===== src/rtl/alu_shift_seq.sv =====
// Microsequencer for the CB-prefix shift/rotate group: steps the ALU shifter
// through LOAD/RESULT cycle pairs and returns the 8-bit result plus Z/C flags.
module alu_shift_seq #(
    parameter int SWAP_PASSES = 4
) (
    input  logic       clk,
    input  logic       reset,
    input  logic       start,
    input  logic [2:0] opc,
    input  logic [7:0] operand,
    input  logic       cin,
    output logic       busy,
    output logic       done,
    output logic [7:0] result,
    output logic       flag_z,
    output logic       flag_c,
    output logic [7:0] alu_op,
    output logic       alu_si,
    output logic       alu_sh,
    output logic [1:0] alu_oe,
    output logic       alu_la,
    output logic       alu_lb,
    output logic       alu_l,
    output logic       alu_h,
    input  logic       shift_dbh,
    input  logic [7:0] alu_result
);

    localparam logic       L_SH    = 1'b0;
    localparam logic       R_SH    = 1'b1;
    localparam logic [1:0] SH_OE   = 2'b01;
    localparam logic [1:0] RES_OE  = 2'b10;
    localparam logic       BUS_LD  = 1'b1;
    localparam logic       NO_LD   = 1'b0;
    localparam logic [2:0] OP_SWAP = 3'd6;
    localparam int         CW      = (SWAP_PASSES < 2) ? 1 : $clog2(SWAP_PASSES + 1);

    typedef enum logic [1:0] {S_IDLE, S_LOAD, S_RES, S_DONE} state_t;

    state_t          state, state_nxt;
    logic [2:0]      opc_q;
    logic [7:0]      work;
    logic            cin_q;
    logic            carry;
    logic [CW-1:0]   cnt;
    logic            dir;
    logic            si;
    logic            last_pass;

    assign last_pass = (cnt == CW'(1));

    // Direction and shift-in bit; SWAP is a plain left rotate repeated.
    always_comb begin
        dir = L_SH;
        si  = 1'b0;
        case (opc_q)
            3'd0: begin dir = L_SH; si = work[7]; end
            3'd1: begin dir = R_SH; si = work[0]; end
            3'd2: begin dir = L_SH; si = cin_q;   end
            3'd3: begin dir = R_SH; si = cin_q;   end
            3'd4: begin dir = L_SH; si = 1'b0;    end
            3'd5: begin dir = R_SH; si = work[7]; end
            3'd6: begin dir = L_SH; si = work[7]; end
            default: begin dir = R_SH; si = 1'b0; end
        endcase
    end

    always_ff @(posedge clk) begin
        if (reset) state <= S_IDLE;
        else       state <= state_nxt;
    end

    always_comb begin
        state_nxt = state;
        busy      = 1'b0;
        done      = 1'b0;
        alu_op    = 8'd0;
        alu_si    = 1'b0;
        alu_sh    = L_SH;
        alu_oe    = 2'b00;
        alu_la    = NO_LD;
        alu_lb    = NO_LD;
        alu_l     = 1'b0;
        alu_h     = 1'b0;
        case (state)
            S_IDLE: if (start) state_nxt = S_LOAD;
            S_LOAD: begin
                busy      = 1'b1;
                alu_op    = work;
                alu_si    = si;
                alu_sh    = dir;
                alu_oe    = SH_OE;
                alu_la    = BUS_LD;
                alu_lb    = BUS_LD;
                alu_l     = 1'b1;
                state_nxt = S_RES;
            end
            S_RES: begin
                busy      = 1'b1;
                alu_sh    = dir;
                alu_oe    = RES_OE;
                alu_h     = 1'b1;
                state_nxt = last_pass ? S_DONE : S_LOAD;
            end
            default: begin
                busy      = 1'b1;
                done      = 1'b1;
                state_nxt = S_IDLE;
            end
        endcase
    end

    // Result/flags are committed on the final RESULT edge so they are
    // already valid while done is high, and held until overwritten.
    always_ff @(posedge clk) begin
        if (reset) begin
            opc_q  <= 3'd0;
            work   <= 8'd0;
            cin_q  <= 1'b0;
            carry  <= 1'b0;
            cnt    <= '0;
            result <= 8'd0;
            flag_z <= 1'b0;
            flag_c <= 1'b0;
        end else begin
            case (state)
                S_IDLE: if (start) begin
                    opc_q <= opc;
                    work  <= operand;
                    cin_q <= cin;
                    cnt   <= (opc == OP_SWAP) ? CW'(SWAP_PASSES) : CW'(1);
                end
                S_LOAD: carry <= shift_dbh;
                S_RES: begin
                    work <= alu_result;
                    cnt  <= cnt - CW'(1);
                    if (last_pass) begin
                        result <= alu_result;
                        flag_z <= (alu_result == 8'd0);
                        flag_c <= (opc_q == OP_SWAP) ? 1'b0 : carry;
                    end
                end
                default: ;
            endcase
        end
    end

endmodule


===== config.mk =====
export PLATFORM = sky130hd
export DESIGN_NAME = alu_shift_seq
export DESIGN_NICKNAME = d
export VERILOG_FILES = /design/src/rtl/alu_shift_seq.sv
export SDC_FILE = /design/constraint.sdc
export NUM_CORES = 1
export LEC_CHECK = 0
export CAP_MARGIN = 20
export CORE_ASPECT_RATIO = 1.2
export CORE_MARGIN = 2
export CORE_UTILIZATION = 37
export DETAILED_ROUTE_END_ITERATION = 10
export PLACE_DENSITY = 0.69
export SLEW_MARGIN = 20
export SYNTH_ARGS = -nofsm -noshare
export SYNTH_HDL_FRONTEND = slang
export SYNTH_SLANG_ARGS = --single-unit
export TNS_END_PERCENT = 10

===== constraint.sdc =====
create_clock -name clk -period 1.7 [get_ports clk]
set_clock_uncertainty 0.15 [all_clocks]
set_input_delay 0.255 -clock clk [delete_from_list [all_inputs] [get_ports clk]]
set_output_delay 0.255 -clock clk [all_outputs]
set_load 0.1 [all_outputs]

==> results by group <==
Run status
  – Status: finished, violations left
  – Violated checks: setup timing

Cells and area
  – Diode count: 0
  – Commonest non-fill, non-tap cells in the layout: buf_12, nand2_1, dfxtp_1
  – Layout cells sized above 1: 34.6%
  – Layout Nets: ~250
  – Commonest non-fill, non-tap cell in the layout: buf_12
  – Filler cells: around 300
  – Non-Filler Instances: ~270
  – P&R area growth vs syn: 69.0%

STA
  – Hold slack: between 300 and 400 ps
  – Setup WS post-layout: -175 ps
  – Setup_tns: -854 ps
  – Worst slew margin: between 70% and 80%
  – Worst slew pin tran: around 320 ps
  – Post-route minimum period: around 1900 ps
  – Final Slew Violations: 0
  – Final setup fails: 13
  – Fin crit share: 110%
  – Endpoints failing hold: 0
  – RSZ-0062 raised after global routing: yes
  – Max Freq: approximately 0.53 GHz

Floorplan
  – Chip height: 72.7 µm
  – I/O pin count: 52
  – CORE AREA: between 3000 and 4000 µm²
  – Initial core utilization: between 30% and 40%
  – Total die area: roughly 4500 µm²
  – Die width: just over 60 µm
  – Cell Rows: 25

Synthesis
  – Synth area leader: dfxtp_1
  – Cell area after synthesis: around 1500 µm²
  – Yosys cell types: 30
  – Mapped Nets: 195
  – Avg Cell Area, Syn: between 8 and 9 µm²
  – Mapped Cells: between 150 and 200
  – Sequential fraction of the synthesis area: between 30% and 40%
  – Seq cells post-synth: 28
  – Largest cells by area after synthesis: dfxtp_1, mux2i_1, a211oi_2, nand2_1, a21oi_1
  – Syn. warnings: 0
  – Top-area cell type share of the netlist area: about 38%

Setup path
  – CP Capture Type: output pin
  – Reg-to-reg setup timing slack: approximately 90 ps
  – CP Buf/Inv Count: 2
  – FF-to-FF End: work[3]
  – R2R depth: 5
  – Top Family by Delay on Critical Path: flip-flops
  – Worst Setup Path Type: reg2out
  – FF-to-FF Start: state[1]
  – Worst-path fanout max: 4
  – Crit path DAT: 1470 ps
  – Required time of the worst setup path: around 1300 ps
  – Crit path max-delay cell type: dfxtp_4
  – CP startpoint kind: flop
  – Worst path cell trace: inv_4 -> ha_4 -> and2_4 -> a32o_4 -> buf_12
  – Max stage delay on crit path: 370 ps

Min path
  – Hold Path Depth: 2
  – Min-delay worst type: reg2reg
  – WHS Endpoint: cin_q
  – Min-delay src: cin_q

Routing
  – Routed wire length: around 3600 µm
  – DRC Markers: 0
  – Initial drt markers: 36
  – DR pass1 iterations: 4
  – ANT nets after route: 0
  – Vias per cell: between 4 and 5
  – Vias: between 1000 and 1500
  – Mean routed wirelength per cell: approximately 13 µm

Placement
  – Place WS: 32.2 ps
  – GPL Wtd Cong: approximately 0.78
  – DP HPWL: 2710 µm
  – Placed cell count: 265
  – IO Port Bufs: 51

Power and ir drop
  – Clock network power share: a little under a quarter
  – Net Sw Power: approximately 0.00089 W
  – Int Pwr: around 0.0014 W
  – Leak: roughly 0.93 nW
  – P per Cell Area: about 950 nW/µm²
  – Max IR drop VDD: 0.000777 V
  – Sequential power share: approximately a third
  – Combinational power share: between 40% and 50%
  – Net Sw Frac: about two fifths

Global routing
  – Largest net degree at the start of global routing: 19
  – Vias in the first global route: between 1000 and 1500
  – Antenna violations before repair: 0
  – First-pass GRT wire length: roughly 5600 µm
  – Total GRT Usage: between 10% and 20%
  – Overflow after GRT: 0

Clock tree
  – H-Tree Depth: 1
  – CTS tree: built
  – CTS Buf Count: 3
  – Reg clk slew, reported paths: approximately 100 ps
  – Clk buf depth: 2
  – Skew-Pair Late Insertion Delay: between 200 and 300 ps
  – Clock sinks: 28
  – Clock root buffer: clkbuf_8

Run
  – Number of max-cap violations: 0
==> worst min-delay path: cells and delay by family (launching register included) <==
kind | cells | cell delay [ps]
flops | 1 | 330
compound gates | 1 | 50
simple gates | 1 | 50
==> per-stage QoR <==
stage	power (W)	utilization [%]	area, µm²
detailed placement	0.00178	60.6	2330
floorplan	0.00147	-	1500
global route	0.00242	64.0	2460
CTS	0.00235	63.9	2460
global placement	0.00177	60.6	2330
finish	0.00234	64.0	2460
==> final cells by class <==
class                      instances  area [µm²]  area share, %
sequential                        28         569           23.1
tap                               54        67.6           2.75
clock inverter                     1        30.0           1.22
inverter                           6        25.0           1.02
timing repair buffer              63         885           35.9
multi-input combinational        116         843           34.3
clock buffer                       3        41.3           1.68
==> worst max-delay path by stage <==
stage                        start       to  slack [ps]  depth (start not counted)
after global routing      state[1]   alu_si        -200                          5
after CTS                 state[1]   alu_si        -170                          5
after floorplan           state[1]   alu_si        -470                          5
after detailed placement  state[0]  work[3]          30                          5
final                     state[1]   alu_si        -170                          5
after global placement       start   cnt[0]          80                          4
==> kinds of logic (layout without fill, tap and decap cells) <==
family          Yosys count  in the layout  share of synthesized area, %
mux                      12             12                          8.59
xor+xnor                  1              1                         0.601
fa+ha+maj                 6              6                          5.15
flops                    28             28                          38.5
simple gates             64             64                          21.7
compound gates           33             33                          17.5
buf+inv                  21             73                          7.90
==> power groups by stage <==
| stage | sequential (W) | clock (W) | combinational [W] |
|---|---|---|---|
| final | 0.000768 | 0.000535 | 0.00104 |
| after global routing | 0.000775 | 0.000555 | 0.00109 |
| after CTS | 0.000766 | 0.000541 | 0.00104 |
| after detailed placement | 0.000780 | 0 | 0.00100 |
| after global placement | 0.000778 | 0 | 0.000992 |
| after floorplan | 0.000796 | 0 | 0.000670 |
==> layer usage <==
layer | wire length (µm) | GRT usage [%] | up-vias
met4 | 78 | 7.97 | 0
met3 | 206 | 2.48 | 7
met5 | 0 | 0 | -
met2 | 1750 | 26.2 | 47
li1 | - | - | 662
met1 | 1580 | 21.6 | 626
==> flip-flops by register name (all words and copies together) (netlist names) <==
name and flops:
cnt 3, work 8, result 8, flag_z 1, state 2, carry 1, cin_q 1, opc_q 3
flag_c 1
==> synthesized netlist by cell type <==
| cell | number |
|---|---|
| a32oi_1 | 1 |
| nand2b_1 | 1 |
| a211oi_2 | 8 |
| o21ai_0 | 3 |
| a32o_1 | 1 |
| nor2b_1 | 2 |
| a2111o_1 | 1 |
| buf_4 | 4 |
| nor3_1 | 1 |
| inv_1 | 6 |
| nand2_1 | 25 |
| and4bb_2 | 1 |
| buf_2 | 5 |
| buf_6 | 2 |
| xor2_1 | 1 |
| o211a_1 | 1 |
| clkbuf_1 | 4 |
| ha_1 | 6 |
| o31ai_2 | 1 |
| mux2_4 | 1 |
| a21oi_1 | 16 |
| nand3_1 | 6 |
| and3b_1 | 2 |
| o211ai_1 | 1 |
| and2_1 | 9 |
| nand3b_1 | 3 |
| mux2i_1 | 11 |
| nor4_1 | 3 |
| dfxtp_1 | 28 |
| nor2_1 | 11 |
==> timing repair <==
| action | 4_1_cts | 5_1_grt |
|---|---|---|
| setup buffers | 2 | 0 |
| cloned | 0 | 0 |
| resized for setup | 16 | 1 |
| setup endpoints to repair | 12 | 14 |
| hold buffers | 0 | 0 |
| pin swaps | 1 | 0 |
No activity file was read; power rests on OpenSTA's default activity.
